## config.mk

```make
export PLATFORM = sky130hd
export DESIGN_NAME = nsc8_prog_loader
export DESIGN_NICKNAME = d
export VERILOG_FILES = /design/src/rtl/nsc8_pkg.sv /design/src/rtl/nsc8_strobe_gen.sv /design/src/rtl/nsc8_prog_loader.sv
export SDC_FILE = /design/constraint.sdc
export NUM_CORES = 1
export LEC_CHECK = 0
export ABC_AREA = 1
export CAP_MARGIN = 10
export CORE_MARGIN = 2
export CORE_UTILIZATION = 30
export DETAILED_ROUTE_END_ITERATION = 8
export HOLD_SLACK_MARGIN = 0.15
export SKIP_CTS_REPAIR_TIMING = 1
export SLEW_MARGIN = 40
export SYNTH_ARGS = -nofsm -noshare
export SYNTH_HDL_FRONTEND = slang
export SYNTH_SLANG_ARGS = --single-unit
```

## constraint.sdc

```tcl
create_clock -name clk -period 2.4 [get_ports clk]
set_input_delay 0.48 -clock clk [delete_from_list [all_inputs] [get_ports clk]]
set_output_delay 0.48 -clock clk [all_outputs]
set_load 0.03 [all_outputs]
```

## src/rtl/nsc8_pkg.sv

```systemverilog
// Shared definitions for the NSC8 program loader: state encoding,
// default data/address widths and the checksum width.
package nsc8_pkg;

    localparam int NSC8_N       = 8;
    localparam int NSC8_ADDR_W  = 4;
    localparam int NSC8_CKSUM_W = NSC8_N;

    typedef enum logic [2:0] {
        ST_IDLE    = 3'd0,
        ST_LOAD    = 3'd1,
        ST_RELEASE = 3'd2,
        ST_RUN     = 3'd3,
        ST_ERROR   = 3'd4
    } loader_state_t;

endpackage

```

## src/rtl/nsc8_strobe_gen.sv

```systemverilog
// Stretches a one-cycle start pulse into a strobe exactly CYCLES cycles
// wide. 'last' marks the final strobe cycle so the caller can move on.
module nsc8_strobe_gen #(
    parameter int CYCLES = 1
) (
    input  logic clk,
    input  logic reset,
    input  logic start,
    output logic strobe,
    output logic last
);

    localparam int CNT_W = (CYCLES > 1) ? $clog2(CYCLES) : 1;
    localparam logic [CNT_W-1:0] LAST_CNT = CNT_W'(CYCLES - 1);

    logic             r_active;
    logic [CNT_W-1:0] r_cnt;

    // Count strobe cycles from the start pulse until the last one
    always_ff @(posedge clk or posedge reset) begin
        if (reset) begin
            r_active <= 1'b0;
            r_cnt    <= '0;
        end else if (start) begin
            r_active <= 1'b1;
            r_cnt    <= '0;
        end else if (r_active) begin
            if (r_cnt == LAST_CNT) begin
                r_active <= 1'b0;
            end else begin
                r_cnt <= r_cnt + CNT_W'(1);
            end
        end
    end

    assign strobe = r_active;
    assign last   = r_active && (r_cnt == LAST_CNT);

endmodule

```

## src/rtl/nsc8_prog_loader.sv

```systemverilog
// NSC8 program loader: streams program bytes into RAM while holding the
// CPU, then pulses the CPU restart strobes and releases it.
// Optional feature macro: NSC8_LOADER_CHECKSUM_EN (trailing checksum byte,
// ERROR state on mismatch). Default build has no checksum and err=0.
module nsc8_prog_loader
    import nsc8_pkg::*;
#(
    parameter int N              = NSC8_N,
    parameter int ADDR_W         = NSC8_ADDR_W,
    parameter int RELEASE_CYCLES = 1
) (
    input  logic              clk,
    input  logic              reset,
    input  logic              load_start,
    input  logic              in_valid,
    input  logic [N-1:0]      in_data,
    input  logic              in_last,
    output logic              in_ready,
    output logic              ram_we,
    output logic [ADDR_W-1:0] ram_addr,
    output logic [N-1:0]      ram_wdata,
    output logic              cpu_hold,
    output logic              reset_counter,
    output logic              reset_ring,
    output logic              clear_ir,
    output logic              done,
    output logic              err
);

    localparam logic [ADDR_W-1:0] LAST_ADDR = '1;

    loader_state_t     r_state;
    loader_state_t     w_state_next;
    logic [ADDR_W-1:0] r_addr;
    logic              r_we;
    logic [ADDR_W-1:0] r_waddr;
    logic [N-1:0]      r_wdata;

    logic w_accept;
    logic w_term;
    logic w_cks_phase;
    logic w_data_accept;
    logic w_load_entry;
    logic w_start_release;
    logic w_strobe;
    logic w_strobe_last;

`ifdef NSC8_LOADER_CHECKSUM_EN
    logic [N-1:0] r_sum;
    logic         r_cks_phase;
    logic         w_cks_match;

    assign w_cks_phase = r_cks_phase;
    assign w_cks_match = (in_data == r_sum);
`else
    assign w_cks_phase = 1'b0;
`endif

    // A byte is taken whenever LOAD is active and the source offers one
    assign w_accept      = (r_state == ST_LOAD) && in_valid;
    assign w_term        = in_last || (r_addr == LAST_ADDR);
    assign w_data_accept = w_accept && !w_cks_phase;
    assign w_load_entry  = (r_state != ST_LOAD) && (w_state_next == ST_LOAD);
    assign w_start_release = (r_state == ST_LOAD) && (w_state_next == ST_RELEASE);

    // State register
    always_ff @(posedge clk or posedge reset) begin
        if (reset) begin
            r_state <= ST_IDLE;
        end else begin
            r_state <= w_state_next;
        end
    end

    // Next-state and state-decoded outputs
    always_comb begin
        w_state_next = r_state;
        in_ready     = 1'b0;
        cpu_hold     = 1'b1;
        done         = 1'b0;
        err          = 1'b0;
        case (r_state)
            ST_IDLE: begin
                if (load_start) w_state_next = ST_LOAD;
            end
            ST_LOAD: begin
                in_ready = 1'b1;
                if (w_accept) begin
`ifdef NSC8_LOADER_CHECKSUM_EN
                    if (w_cks_phase) w_state_next = w_cks_match ? ST_RELEASE : ST_ERROR;
`else
                    if (w_term) w_state_next = ST_RELEASE;
`endif
                end
            end
            ST_RELEASE: begin
                if (w_strobe_last) w_state_next = ST_RUN;
            end
            ST_RUN: begin
                cpu_hold = 1'b0;
                done     = 1'b1;
                if (load_start) w_state_next = ST_LOAD;
            end
            ST_ERROR: begin
`ifdef NSC8_LOADER_CHECKSUM_EN
                err = 1'b1;
`endif
                if (load_start) w_state_next = ST_LOAD;
            end
            default: w_state_next = ST_IDLE;
        endcase
    end

    // Address counter, running checksum and the one-cycle RAM write stage
    always_ff @(posedge clk or posedge reset) begin
        if (reset) begin
            r_addr  <= '0;
            r_we    <= 1'b0;
            r_waddr <= '0;
            r_wdata <= '0;
`ifdef NSC8_LOADER_CHECKSUM_EN
            r_sum       <= '0;
            r_cks_phase <= 1'b0;
`endif
        end else begin
            r_we <= w_data_accept;
            if (w_load_entry) begin
                r_addr <= '0;
`ifdef NSC8_LOADER_CHECKSUM_EN
                r_sum       <= '0;
                r_cks_phase <= 1'b0;
`endif
            end else if (w_data_accept) begin
                r_waddr <= r_addr;
                r_wdata <= in_data;
                r_addr  <= r_addr + ADDR_W'(1);
`ifdef NSC8_LOADER_CHECKSUM_EN
                r_sum <= r_sum + in_data;
                if (w_term) r_cks_phase <= 1'b1;
`endif
            end
        end
    end

    assign ram_we    = r_we;
    assign ram_addr  = r_waddr;
    assign ram_wdata = r_wdata;

    nsc8_strobe_gen #(
        .CYCLES (RELEASE_CYCLES)
    ) u_strobe_gen (
        .clk    (clk),
        .reset  (reset),
        .start  (w_start_release),
        .strobe (w_strobe),
        .last   (w_strobe_last)
    );

    assign reset_counter = w_strobe;
    assign reset_ring    = w_strobe;
    assign clear_ir      = w_strobe;

endmodule

```

**Yosys cells after proc, flatten, opt, wreduce, memory -nomap -nowiden**

Index checks and enable logic that the tools add are counted.

- $add $sub $neg: 2
- Equal/unequal tests: 8
- Muxes and demuxes: 16
- Bitwise operators: 2
- Reductions and logical operators: 10

Operators with widths:

| kind | count |
|---|---|
| 3-bit two-way mux | 4 |
| 3-bit by 2-bit equality test with 1-bit output (second input constant) | 3 |
| 1-bit two-way mux | 9 |
| 3-bit one-hot mux with 3 select lines | 1 |
| 4-bit two-way mux | 2 |
| 3-bit by 1-bit equality test with 1-bit output (second input constant) | 2 |
| 4-bit by 1-bit adder with 4-bit output (second input constant) | 1 |
| 4-bit equality test (second input constant) | 1 |
| 1-bit logical AND | 4 |
| 2-bit nonzero test | 2 |
| 3-bit equality test (second input constant) | 1 |
| 3-bit logical NOT | 1 |
| 3-bit by 1-bit inequality test with 1-bit output (second input constant) | 1 |
| 3-bit OR reduction | 1 |
| 1-bit inverter | 2 |
| 2-bit AND reduction | 1 |
| 1-bit adder (second input constant) | 1 |
| 1-bit logical OR | 1 |

- Bits in registers: 22
- Logic and storage cells: 45

**Longest topological paths before layout**

- Word-level depth: 9
- Gate-level depth with buffers: 9
- Mapped depth without buffers: 9

**By module**

From an unflattened synthesis, not the netlist that was laid out.

- Cells, all modules: 117
- Area, all modules: 994.7 um2

Modules (own cells, without submodules):

| module | instances | cells an instance | area each (um2) |
|---|---|---|---|
| nsc8_prog_loader | 1 | 114 | 958.4 |
| nsc8_strobe_gen | 1 | 3 | 36.3 |

**Least setup slack after synthesis**

Ideal clock, no wire load.

- Path type: register to output
- Start point: reg r_state[1]
- End point: out cpu_hold
- Data arrival time: 1.331 ns
- Slack: 0.589 ns
- Cell stages (with the launch flop): 6
- Buffers on the path: 0
- Cell sequence: dfrtp_1 -> inv_1 -> nor2_1 -> inv_1 -> nor2_1 -> inv_1

- Longest elaborated chain between the ends: 2

Ends and longest elaborated chain:

| item | line | text |
|---|---|---|
| start: declaration | nsc8_prog_loader.sv:32 | `loader_state_t r_state;` |
| start signal: assignment | nsc8_prog_loader.sv:71 | `r_state <= w_state_next;` |
| 3-bit by 2-bit equality test with 1-bit output | nsc8_prog_loader.sv:82 | `case (r_state)` |
| 1-bit two-way mux | nsc8_prog_loader.sv:82 |  |
| end: declaration | nsc8_prog_loader.sv:22 | `output logic cpu_hold,` |

No other way between the ends.

**Worst setup path after layout**

Ends and elaborated chain as after synthesis.

==> flow_summary.toml <==
[clock_tree]
htree_levels = 1
numClockSinks = 21
clockBufferDepth = 2
clock_latency_ns = 0.29
clkTransAtPathRegs_ns = 0.11
cts_tree = "yes"
cts_root_buf = "clkbuf_4"
cts_buffers = 3

[global_route]
grt_start_max_net_pins = 22
overflow = 0
grt_pass1_vias = 704
grt_usage_pct = 10.2
grt_first_pass_wirelength_um = 2900
antenna_found_initial = 0

[sta]
setup_viol = 0
max_freq_mhz = 456
skew_ns = 0.00274
setup_tns_ns = 0
slew_viol_final = 0
period_share_pct = 91.4
hold_viol_final = 0
grt_setup_unrepaired = "no"
period_minus_slack_ns = 2.19

[critical_path]
endpoint_kind = "primary output"
start_kind = "flop"
r2r_end = "r_addr[0]"
reg2reg_slack_ns = 0.97
crit_path_max_fanout = 4
cp.required_ns = 1.92
path_class = "reg2out"
path_cells = "inv_1, nor2_1, inv_1, nor2_1, inv_1, clkdlybuf4s50_1"
cp_slowest_cell = "clkdlybuf4s50_1"
cp_data_arrival_time_ns = 1.71
path_common_cell = "inv_1"
reg2reg_depth = 9
cpPeakStageDelay_ns = 0.65
r2r_start = "r_state[1]"
path_buf_inv = 4
crit_family = "buffers and inverters"

[floorplanning]
chipWidth_um = 61.5
io_pins = 33
start_util_pct = 32.0
die_h_um = 61.5
coreArea_mm2 = 0.00310
die_area_mm2 = 0.00378
rows = 20

[placement]
place_hpwl_um = 1440
port_buffers = 31
dp.cells = 189
place.gp.congestion = 0.781

[min_path]
worstHoldPathType = "reg2reg"
min_path_cells = 1
hold-path-endpoint = "r_state[2]"
min_from = "r_state[1]"

[finish]
drive_above_1_share_pct = 6.04
fill_cells = 319
diodes = 0
syn_to_final_growth_pct = 35.9
finalNonFillerCells = 193
final_net_count = 164

[logic_synthesis]
ys_ff_latch = 21
synth_xor_area_share_pct = 0
syn_area_um2 = 992
synthCells = 118
synth_compound_area_share_pct = 3.91
dominantRegCellSynth = "dfrtp_1"
seq_area_frac_synth_pct = 53.0
synthMuxAreaShare_pct = 0
synthTopCellsByArea = "dfrtp_1 (53%), nand2_1 (18%), inv_1 (7.9%), buf_4 (2.3%), buf_6 (2.3%)"
synth.avg_cell_area_um2 = 8.41
synth_cell_types = 18
synthAdderAreaFrac_pct = 1.26
synth-edff-count = 0
synthSimpleGateAreaFrac_pct = 28.6
synth_top_family_by_area = "simple AND/OR/NAND/NOR gates"
synthArstFlopShare_pct = 100
yosys_warnings = 0
syn_nets = 132
synth_top_area_cell = "dfrtp_1"
synth_top_area_share_pct = 53.0

[pwr]
cellLeakagePower_nw = 0.731
ir_drop_mv = 0.396
powerDensity_mw_per_mm2 = 1250
total_power_mw = 1.69

[drt]
dr.pass1.iters = 4
drcViolationCount = 0
wl_per_cell_um = 9.40
drt_first_iter_violations = 13
routed_wl_um = 1820
antenna_left = 0
vias = 782
vias_per_cell = 4.05

[run_status]
outcome = "complete, no violations"

[flow_run]
cap_violations = 0
[power by group]
part / switching [mW] / internal (mW) / total (mW)
clock network: 0.0970 / 0.0646 / 0.162
logic: 0.579 / 0.363 / 0.943
registers: 0.0909 / 0.495 / 0.586
total: 0.767 / 0.923 / 1.69
[stage by stage]
step | util [%] | cell area (um^2) | setup WS, ns | hold slack [ns]
after floorplan | - | 992 | 0.589 | 0.409
after global placement | 42.5 | 1320 | 0.509 | 0.420
final | 43.5 | 1350 | 0.207 | 0.445
after detailed placement | 42.5 | 1320 | 0.466 | 0.434
after global routing | 43.5 | 1350 | 0.0121 | 0.465
after CTS | 43.4 | 1350 | 0.123 | 0.450
[per-layer routing]
metal	GRT usage [%]	vias to the layer above	part of all wire, %
li1	-	410	-
met1	12.8	358	47
met2	17.6	12	49
met3	2.52	2	2.0
met4	2.74	0	1.5
met5	0	-	0
[worst max-delay path by stage]
stage,startpoint,slack [ns],to,cells past startpoint
2_1_floorplan,r_state[1],0.59,cpu_hold,5
3_3_place_gp,r_state[1],0.51,done,5
3_5_place_dp,r_state[1],0.47,done,5
4_1_cts,r_state[1],0.12,done,5
5_1_grt,r_state[1],0.01,cpu_hold,6
6_report,r_state[1],0.21,cpu_hold,6
[area by class of cell]
class | count | area [um^2] | share of cell area [%]
Multi-Input combinational cell | 70 | 339 | 25.1
Sequential cell | 21 | 526 | 39.0
Inverter | 22 | 82.6 | 6.12
Tap cell | 44 | 55.1 | 4.08
Timing Repair Buffer | 32 | 320 | 23.7
Clock buffer | 4 | 26.3 | 1.95
[registers in the layout (all words and copies together) (netlist names)]
name	cells
ram_wdata	8
r_addr	4
ram_addr	4
r_state	3
ram_we	1
u_strobe_gen.strobe	1
[logic make-up after synthesis]
family	after synthesis
compound gates	6
fa+ha+maj	1
simple gates	62
other cells	1
flops	21
buf+inv	27
[cell usage after synthesis (2+ instances only)]
| cell | instances |
|---|---|
| buf_6 | 2 |
| o21bai_1 | 2 |
| dfrtp_1 | 21 |
| o21ai_0 | 3 |
| nand2_1 | 48 |
| nand4_1 | 3 |
| nor2_1 | 4 |
| buf_4 | 3 |
| inv_1 | 21 |
| nand3_1 | 3 |
[cell usage in the layout, fill, tap and decap left out, drive strengths merged]
master,instances
inv,22
nor2,5
nand2,49
nand4,3
nand3,4
nor4,1
clkbuf,4
dfrtp,21
o21ai,4
clkdlybuf4s50,30
conb,1
ha,1
dlymetal6s2s,1
o21bai,2
buf,1
Note: power is estimated with default switching activity, not from simulation.
